## src/rtl/uart_rx_buffered.sv

```systemverilog
// UART receiver with a configurable frame format, sticky error flags, a
// first-word-fall-through receive FIFO and line-idle detection.
module uart_rx_buffered #(
  parameter int CLKS_PER_BIT = 32,
  parameter int DATA_BITS    = 8,
  parameter int PARITY       = 0,
  parameter int STOP_BITS    = 1,
  parameter int FIFO_DEPTH   = 16,
  parameter int IDLE_BITS    = 16
) (
  input  logic                          clk,
  input  logic                          rst_n,
  input  logic                          uart_rx,
  output logic [DATA_BITS-1:0]          rx_data,
  output logic                          rx_valid,
  input  logic                          rx_ready,
  output logic [$clog2(FIFO_DEPTH):0]   fifo_count,
  output logic                          frame_err,
  output logic                          parity_err,
  output logic                          overflow,
  input  logic                          err_clr,
  output logic                          rx_idle
);

  localparam int CNT_W = $clog2(CLKS_PER_BIT);
  localparam logic [CNT_W-1:0] HALF_BIT = CNT_W'(CLKS_PER_BIT / 2 - 1);
  localparam logic [CNT_W-1:0] FULL_BIT = CNT_W'(CLKS_PER_BIT - 1);
  localparam int BIT_W = $clog2(DATA_BITS);
  localparam logic [BIT_W-1:0] LAST_BIT = BIT_W'(DATA_BITS - 1);
  localparam logic LAST_STOP = (STOP_BITS == 2);
  localparam int PTR_W = $clog2(FIFO_DEPTH);
  localparam logic [PTR_W:0] DEPTH = (PTR_W + 1)'(FIFO_DEPTH);
  localparam int IDLE_LIMIT = IDLE_BITS * CLKS_PER_BIT;
  localparam int IDLE_W = $clog2(IDLE_LIMIT + 1);
  localparam logic [IDLE_W-1:0] IDLE_MAX = IDLE_W'(IDLE_LIMIT);

  typedef enum logic [2:0] {
    S_IDLE,
    S_START,
    S_DATA,
    S_PARITY,
    S_STOP,
    S_WAIT_HIGH
  } state_t;

  state_t               state;
  logic                 sync1, rs, rs_prev;
  logic [CNT_W-1:0]     cnt;
  logic [BIT_W-1:0]     bit_idx;
  logic                 stop_idx;
  logic [DATA_BITS-1:0] shreg;
  logic                 bad;
  logic                 push;
  logic [DATA_BITS-1:0] push_data;
  logic                 frame_set, parity_set;
  logic                 par_exp;

  logic [DATA_BITS-1:0] mem [FIFO_DEPTH];
  logic [PTR_W-1:0]     wr_ptr, rd_ptr;
  logic                 pop, accept;
  logic [IDLE_W-1:0]    idle_cnt;

  always_ff @(posedge clk or negedge rst_n) begin
    if (!rst_n) begin
      sync1   <= 1'b1;
      rs      <= 1'b1;
      rs_prev <= 1'b1;
    end else begin
      sync1   <= uart_rx;
      rs      <= sync1;
      rs_prev <= rs;
    end
  end

  always_comb begin
    par_exp = (PARITY == 2) ? ~^shreg : ^shreg;
  end

  always_ff @(posedge clk or negedge rst_n) begin
    if (!rst_n) begin
      state      <= S_IDLE;
      cnt        <= '0;
      bit_idx    <= '0;
      stop_idx   <= 1'b0;
      shreg      <= '0;
      bad        <= 1'b0;
      push       <= 1'b0;
      push_data  <= '0;
      frame_set  <= 1'b0;
      parity_set <= 1'b0;
    end else begin
      push       <= 1'b0;
      frame_set  <= 1'b0;
      parity_set <= 1'b0;
      case (state)
        S_IDLE: begin
          if (rs_prev && !rs) begin
            state <= S_START;
            cnt   <= HALF_BIT;
          end
        end
        S_START: begin
          if (cnt != '0) begin
            cnt <= cnt - 1'b1;
          end else if (rs) begin
            state <= S_IDLE;
          end else begin
            state   <= S_DATA;
            cnt     <= FULL_BIT;
            bit_idx <= '0;
            bad     <= 1'b0;
          end
        end
        S_DATA: begin
          if (cnt != '0) begin
            cnt <= cnt - 1'b1;
          end else begin
            shreg <= {rs, shreg[DATA_BITS-1:1]};
            cnt   <= FULL_BIT;
            if (bit_idx == LAST_BIT) begin
              state    <= (PARITY != 0) ? S_PARITY : S_STOP;
              stop_idx <= 1'b0;
            end else begin
              bit_idx <= bit_idx + 1'b1;
            end
          end
        end
        S_PARITY: begin
          if (cnt != '0) begin
            cnt <= cnt - 1'b1;
          end else begin
            cnt   <= FULL_BIT;
            state <= S_STOP;
            if (rs != par_exp) begin
              parity_set <= 1'b1;
              bad        <= 1'b1;
            end
          end
        end
        S_STOP: begin
          if (cnt != '0) begin
            cnt <= cnt - 1'b1;
          end else begin
            cnt <= FULL_BIT;
            if (!rs) frame_set <= 1'b1;
            if (stop_idx == LAST_STOP) begin
              if (bad || !rs) begin
                state <= S_WAIT_HIGH;
              end else begin
                state     <= S_IDLE;
                push      <= 1'b1;
                push_data <= shreg;
              end
            end else begin
              stop_idx <= 1'b1;
              bad      <= bad | ~rs;
            end
          end
        end
        S_WAIT_HIGH: begin
          // A held-low line (break) yields one error, then waits for recovery.
          if (rs) state <= S_IDLE;
        end
        default: state <= S_IDLE;
      endcase
    end
  end

  always_comb begin
    rx_valid = (fifo_count != '0);
    rx_data  = rx_valid ? mem[rd_ptr] : '0;
    pop      = rx_valid & rx_ready;
    accept   = push & ((fifo_count != DEPTH) | pop);
  end

  always_ff @(posedge clk) begin
    if (accept) mem[wr_ptr] <= push_data;
  end

  always_ff @(posedge clk or negedge rst_n) begin
    if (!rst_n) begin
      wr_ptr     <= '0;
      rd_ptr     <= '0;
      fifo_count <= '0;
    end else begin
      if (accept) wr_ptr <= wr_ptr + 1'b1;
      if (pop)    rd_ptr <= rd_ptr + 1'b1;
      case ({accept, pop})
        2'b10:   fifo_count <= fifo_count + 1'b1;
        2'b01:   fifo_count <= fifo_count - 1'b1;
        default: fifo_count <= fifo_count;
      endcase
    end
  end

  always_ff @(posedge clk or negedge rst_n) begin
    if (!rst_n) begin
      frame_err  <= 1'b0;
      parity_err <= 1'b0;
      overflow   <= 1'b0;
    end else begin
      frame_err  <= frame_set | (frame_err & ~err_clr);
      parity_err <= parity_set | (parity_err & ~err_clr);
      overflow   <= (push & ~accept) | (overflow & ~err_clr);
    end
  end

  always_ff @(posedge clk or negedge rst_n) begin
    if (!rst_n) begin
      idle_cnt <= '0;
      rx_idle  <= 1'b0;
    end else if (state != S_IDLE || !rs) begin
      idle_cnt <= '0;
      rx_idle  <= 1'b0;
    end else if (idle_cnt != IDLE_MAX) begin
      idle_cnt <= idle_cnt + 1'b1;
      rx_idle  <= (idle_cnt == IDLE_MAX - 1'b1);
    end
  end

endmodule

```

## config.mk

```make
export PLATFORM = sky130hd
export DESIGN_NAME = uart_rx_buffered
export DESIGN_NICKNAME = d
export VERILOG_FILES = /design/src/rtl/uart_rx_buffered.sv
export SDC_FILE = /design/constraint.sdc
export NUM_CORES = 1
export LEC_CHECK = 0
export ABC_CLOCK_PERIOD_IN_PS = 2700
export CAP_MARGIN = 15
export CORE_ASPECT_RATIO = 0.6
export CORE_MARGIN = 5
export CORE_UTILIZATION = 60
export CTS_CLUSTER_SIZE = 20
export DETAILED_ROUTE_END_ITERATION = 10
export GPL_ROUTABILITY_DRIVEN = 1
export PLACE_DENSITY = 0.86
export SLEW_MARGIN = 10
export SYNTH_ARGS = -nofsm -noshare
export SYNTH_HDL_FRONTEND = slang
export SYNTH_SLANG_ARGS = --single-unit
```

## constraint.sdc

```tcl
create_clock -name clk -period 2.7 [get_ports clk]
set_input_delay 0.81 -clock clk [delete_from_list [all_inputs] [get_ports clk]]
set_output_delay 0.81 -clock clk [all_outputs]
set_load 0.05 [all_outputs]
```

==> impl_metrics.py, run 1 <==
metrics = {
    "critical_path": {
        "r2r_end": "fifo_count[4]",
        "worstRegToRegCells": 9,
        "crit_buf_inv": 2,
        "r2r_start": "fifo_count[1]",
        "max_stage_delay_ns": 0.58,
        "crit_path_start_kind": "flip-flop",
        "critPathTopFamily": "multiplexers",
        "regToRegSetupSlack_ns": 0.19,
        "arrival_ns": 2.12,
        "crit_slowest_cell": "mux4_2",
        "worstPathCellList": "buf_12 > mux4_2 > a22oi_2 > a21oi_2 > buf_6",
        "endpoint_kind": "output port",
        "required_ns": 1.89,
        "cp_max_fo": 14,
        "worstSetupPathType": "flip-flop to output port",
    },
    "routing": {
        "drt-total-wl_um": 16600,
        "drcViolationCount": 0,
        "drt-initial-drc-count": 474,
        "vias": 4599,
        "met3_length_um": 1410,
        "drt_first_pass_iters": 5,
        "top_layer_used": "met4",
        "wl_met2_um": 7900,
        "ant_nets": 0,
        "wl_met1_um": 6930,
        "via_per_inst": 6.12,
        "post_drt_wl_per_cell_um": 22.1,
    },
    "die": {
        "die_h_um": 99.0,
        "die-area_um2": 15700,
        "die_w_um": 158,
        "ios": 23,
        "row_count": 32,
        "initial_utilization": 0.614,
        "coreArea_um2": 12900,
    },
    "placed_design": {
        "place_area_um2": 8530,
        "place_congestion": 0.846,
        "place_hpwl_um": 10700,
        "portBuffers": 22,
        "dpl.cell_count": 717,
    },
    "layout": {
        "nets": 589,
        "diodes": 0,
        "drive_gt1_frac": 0.259,
        "multi_input_comb_area_um2": 2450,
        "seq_area_um2": 5380,
        "area_growth_pct": 17.0,
        "final_area_um2": 9260,
        "final_cells": 752,
        "fill_cells": 765,
    },
    "synth": {
        "synth_common_cells": "edfxtp_1, dfrtp_1, nand2_1",
        "ys_async_sr_fraction": 0.323,
        "yosysTopAreaCell": "edfxtp_1",
        "ys_seq_elements": 189,
        "syn_area_um2": 7920,
        "synth_top_cells_by_area": "edfxtp_1, dfrtp_1, mux4_2, xnor2_1, ha_1",
        "yosysSeqAreaShare": 0.679,
        "yosys.cell_types.count": 51,
        "yosys_warnings": 0,
        "syn_inst": 517,
        "synth-edff-count": 128,
        "ys.flop_type": "edfxtp_1",
        "syn_avg_cell_area_um2": 15.3,
        "yosys.area.top_type_share": 0.486,
        "syn_nets": 537,
        "post-synth-top-count-cell": "edfxtp_1",
    },
    "global_routing": {
        "antenna_found_initial": 0,
        "grt_pass1_wl_um": 26000,
        "grt_pass1_vias": 4559,
        "grt_start_max_net_pins": 62,
        "grt_util_all_layers": 0.226,
        "grt_overflow_total": 0,
    },
    "power": {
        "p_per_area_nw_per_um2": 941,
        "p_leak_nw": 3.48,
        "p_total_mw": 8.72,
        "ir_worst_vdd_uv": 513,
    },
    "worst_hold_path": {
        "worst_hold_path_type": "primary input to async pin",
    },
    "timing": {
        "fmax_mhz": 341,
        "fin_crit_sh": 1.09,
        "grt_setup_unrepaired": "true",
        "hold_violations": 0,
        "setup_ws_ns": -0.232,
        "skew_ns": 0.00906,
        "slew_headroom": 0.568,
        "finalCriticalPeriod_ns": 2.93,
        "final.setup.tns_ns": -1.66,
        "worstMarginPinSlew_ns": 0.648,
        "finalMaxSlewViolations": 0,
        "setup_violations": 8,
    },
    "status": {
        "violations": "setup timing",
        "status": "finished with violations",
    },
    "clock_network": {
        "cts_buffers": 17,
        "ctsHoldBuffers": 0,
        "cts.sink_count": 189,
        "cts_tree": "yes",
        "clock_path_buffers": 2,
        "clkTransAtPathRegs_ns": 0.06,
        "cts_root_buffer": "clkbuf_16",
        "ctsHtreeMaxLevel": 4,
        "clk_latency_ns": 0.43,
    },
    "flow_run": {
        "cap_violations": 0,
    },
}
==> registers in the layout, indices dropped and copies added, names as in the netlist, 3 cells and up <==
signal      cells
wr_ptr          4
state           3
fifo_count      5
idle_cnt       10
shreg           8
bit_idx         3
rd_ptr          4
cnt             5
mem           128
push_data       8
==> report_power, final <==
| group | internal [mW] | switching [mW] | leakage [nW] |
|---|---|---|---|
| sequential | 3.22 | 0.211 | 1.97 |
| combinational | 1.21 | 1.59 | 1.20 |
| clock | 1.41 | 1.07 | 0.299 |
| total | 5.84 | 2.88 | 3.48 |
==> metrics by stage <==
stage	hold WS (ns)	utilization	setup WS, ns
detailed placement	0.350	0.662	-0.183
floorplan	0.345	-	0.0330
global placement	0.346	0.662	-0.0943
CTS	0.360	0.715	-0.222
finish	0.358	0.718	-0.232
global route	0.364	0.718	-0.295
==> how the worst max path moves through the flow <==
stage | end | slack, ns | startpoint | cells after the start
3_5_place_dp | fifo_count[3] | -0.18 | rx_ready | 9
2_1_floorplan | fifo_count[4] | 0.03 | fifo_count[1] | 9
4_1_cts | rx_data[7] | -0.22 | rd_ptr[0] | 5
6_report | rx_data[0] | -0.23 | rd_ptr[0] | 5
3_3_place_gp | fifo_count[3] | -0.09 | rx_ready | 9
5_1_grt | rx_data[7] | -0.29 | rd_ptr[0] | 5
==> cells by family (layout without fill, tap and decap cells) <==
group,Yosys count,count (layout),synth area share
DFF,189,189,0.679
buffers and inverters,44,109,0.0226
xor gates and xnor gates,26,26,0.0288
AOI/OAI and AO/OA,64,64,0.0542
and+or+nand+nor,133,133,0.0795
adders and majority gates,15,15,0.0247
muxes,46,46,0.111
==> cell type report <==
| class | instances | share of cell area |
|---|---|---|
| Clock buffer | 24 | 0.0578 |
| Clock inverter | 8 | 0.00703 |
| Inverter | 23 | 0.00932 |
| Multi-Input combinational cell | 284 | 0.265 |
| Sequential cell | 189 | 0.581 |
| Tap cell | 170 | 0.0230 |
| Timing Repair Buffer | 54 | 0.0573 |
==> cells in the final DEF, fill, tap and decap left out, types with 5 or more instances in the layout <==
cell             count
nand3_1              8
nor2_1              38
inv_1               23
a22oi_1              8
clkdlybuf4s50_1     12
buf_4               28
a21oi_2              8
mux2_2               8
ha_1                14
clkbuf_16           21
buf_6                8
a21o_1               5
mux4_2              32
edfxtp_1           128
a21oi_1              8
o21ai_0              9
dfrtp_1             54
xnor2_1             22
nand2_1             44
a22oi_2             11
nor3_1              15
==> timing repair <==
item | CTS | global route
setup buffers | 0 | 2
setup endpoints to repair | 8 | 8
pin swaps | 1 | 1
gates resized for setup | 18 | 3
cloned | 0 | 1
==> layer usage <==
layer  vias up  GRT usage
li1       2039          -
met1      2320      0.323
met2       202      0.343
met3        38     0.0601
met4         0     0.0760
met5         -          0
No activity file was read; power rests on OpenSTA's default activity.
==> run 2, diff against run 1 <==
- GPL_ROUTABILITY_DRIVEN: 1 -> 0
==> results of run 2 <==
Same layout as run 1: the final DEF is identical, and so are final timing and power.
==> run 3, diff against run 2 <==
- ABC_CLOCK_PERIOD_IN_PS: 2700 -> 3100
- DONT_BUFFER_PORTS: unset -> 1
- GPL_TIMING_DRIVEN: unset -> 0
- PLACE_DENSITY: 0.86 -> 0.84
- clock period: 2.7 -> 3.1 ns (I/O delays scaled with it)
==> impl_metrics.py, run 3 (same netlist as run 1, synthesis figures left out) <==
metrics = {
    "status": {
        "status": "finished clean",
    },
    "timing": {
        "setup_violations": 0,
        "slew_headroom": 0.321,
        "fmax_mhz": 324,
        "finalCriticalPeriod_ns": 3.09,
        "skew_ns": 0.0133,
        "hold_violations": 0,
        "worstMarginPinSlew_ns": 1.02,
        "fin_crit_sh": 0.996,
        "final.setup.tns_ns": 0,
        "finalMaxSlewViolations": 0,
    },
    "clock_network": {
        "ctsHtreeMaxLevel": 4,
        "cts_tree": "yes",
        "cts_root_buffer": "clkbuf_16",
        "clock_path_buffers": 2,
        "clk_latency_ns": 0.44,
        "cts.sink_count": 189,
        "cts_buffers": 17,
        "ctsHoldBuffers": 0,
        "clkTransAtPathRegs_ns": 0.07,
    },
    "routing": {
        "drcViolationCount": 0,
        "via_per_inst": 6.31,
        "drt_first_pass_iters": 5,
        "vias": 4574,
        "drt-initial-drc-count": 480,
        "post_drt_wl_per_cell_um": 22.8,
        "drt-total-wl_um": 16500,
        "ant_nets": 0,
    },
    "layout": {
        "final_cell_mix": "edfxtp_1, dfrtp_1, nand2_1",
        "nets": 562,
        "largest_register": "mem",
        "final_common_cell": "edfxtp_1",
        "final_cells": 725,
        "drive_gt1_frac": 0.243,
        "largest_registers": "mem (128), idle_cnt (10)",
        "diodes": 0,
        "fill_cells": 771,
        "area_growth_pct": 13.6,
        "largest_reg_flops": 128,
    },
    "critical_path": {
        "worstRegToRegCells": 9,
        "crit_path_start_kind": "flip-flop",
        "cp_max_fo": 10,
        "required_ns": 2.17,
        "endpoint_kind": "output port",
        "r2r_end": "fifo_count[4]",
        "arrival_ns": 2.16,
        "regToRegSetupSlack_ns": 0.18,
        "r2r_start": "fifo_count[1]",
        "worstSetupPathType": "flip-flop to output port",
    },
    "power": {
        "p_per_area_nw_per_um2": 819,
        "ir_worst_vdd_uv": 692,
        "p_leak_nw": 3.29,
    },
    "worst_hold_path": {
        "worst_hold_path_type": "primary input to async pin",
    },
    "global_routing": {
        "grt_pass1_vias": 4553,
        "grt_pass1_wl_um": 25200,
        "grt_start_max_net_pins": 62,
        "antenna_found_initial": 0,
        "grt_overflow_total": 0,
        "grt_util_all_layers": 0.216,
    },
    "placed_design": {
        "dpl.cell_count": 689,
        "place_hpwl_um": 10300,
        "portBuffers": 0,
    },
    "die": {
        "row_count": 32,
        "die_h_um": 99.0,
        "die_w_um": 158,
        "initial_utilization": 0.614,
        "coreArea_um2": 12900,
        "die-area_um2": 15700,
        "ios": 23,
    },
    "flow_run": {
        "cap_violations": 0,
    },
}
==> run 3: cell types whose count changed in the layout (fill, tap and decap cells not counted), sizes merged <==
cell           delta
clkinv            +2
buf              -23
clkdlybuf4s50    -12
clkinvlp          +3
clkbuf            +1
inv               +2
==> run 3: critical path, cell delays in order (launching register included) <==
cell     delay, ns
dfrtp_1       0.39
buf_8         0.16
buf_12        0.16
mux4_2        0.59
a22oi_2       0.26
a21oi_4       0.16
==> run 3: through the flow <==
step | total power [mW] | utilization | worst slack (ns) | area [µm²] | hold slack, ns
after floorplan | 4.54 | - | 0.127 | 7920 | 0.345
after global placement | 4.82 | 0.630 | -0.417 | 8130 | 0.345
after detailed placement | 4.90 | 0.632 | -0.480 | 8150 | 0.347
after CTS | 7.23 | 0.693 | -0.0395 | 8930 | 0.172
after global routing | 7.64 | 0.697 | -0.0485 | 8990 | 0.165
final | 7.37 | 0.697 | 0.0128 | 8990 | 0.181
==> run 3: layout make-up <==
class | count | area (µm²) | share of cell area
Multi-Input combinational cell | 284 | 2550 | 0.284
Clock buffer | 17 | 425 | 0.0473
Inverter | 23 | 86.3 | 0.00960
Clock inverter | 15 | 129 | 0.0143
Buffer | 20 | 148 | 0.0164
Timing Repair Buffer | 7 | 60.1 | 0.00668
Sequential cell | 189 | 5380 | 0.598
Tap cell | 170 | 213 | 0.0237
==> run 3: how the worst max path moves through the flow <==
stage | cells after the start | to | slack [ns] | startpoint
detailed placement | 5 | rx_data[4] | -0.48 | rd_ptr[1]
finish | 5 | rx_data[1] | 0.01 | rd_ptr[0]
CTS | 5 | rx_data[4] | -0.04 | rd_ptr[0]
global route | 5 | rx_data[1] | -0.05 | rd_ptr[0]
floorplan | 5 | rx_data[3] | 0.13 | rd_ptr[1]
global placement | 5 | rx_data[3] | -0.42 | rd_ptr[1]
==> run 3: report_power, final <==
part	leakage, nW	total (mW)	internal (mW)	switching, mW
Sequential	1.97	3.10	2.80	0.297
Clock	0.266	2.04	1.05	0.985
Combinational	1.05	2.23	0.902	1.33
==> run 3: routing by layer <==
metal / vias to the layer above / part of all wire / global-route usage
li1: 1979 / - / -
met1: 2329 / 0.43 / 0.316
met2: 237 / 0.46 / 0.318
met3: 29 / 0.092 / 0.0627
met4: 0 / 0.019 / 0.0734
met5: - / 0 / 0
==> run 3: repair_timing <==
| item | in CTS | in global routing |
|---|---|---|
| setup buffers | 1 | 4 |
| pin swaps | 1 | 3 |
| setup endpoints to repair | 9 | 8 |
| resized for setup | 50 | 9 |
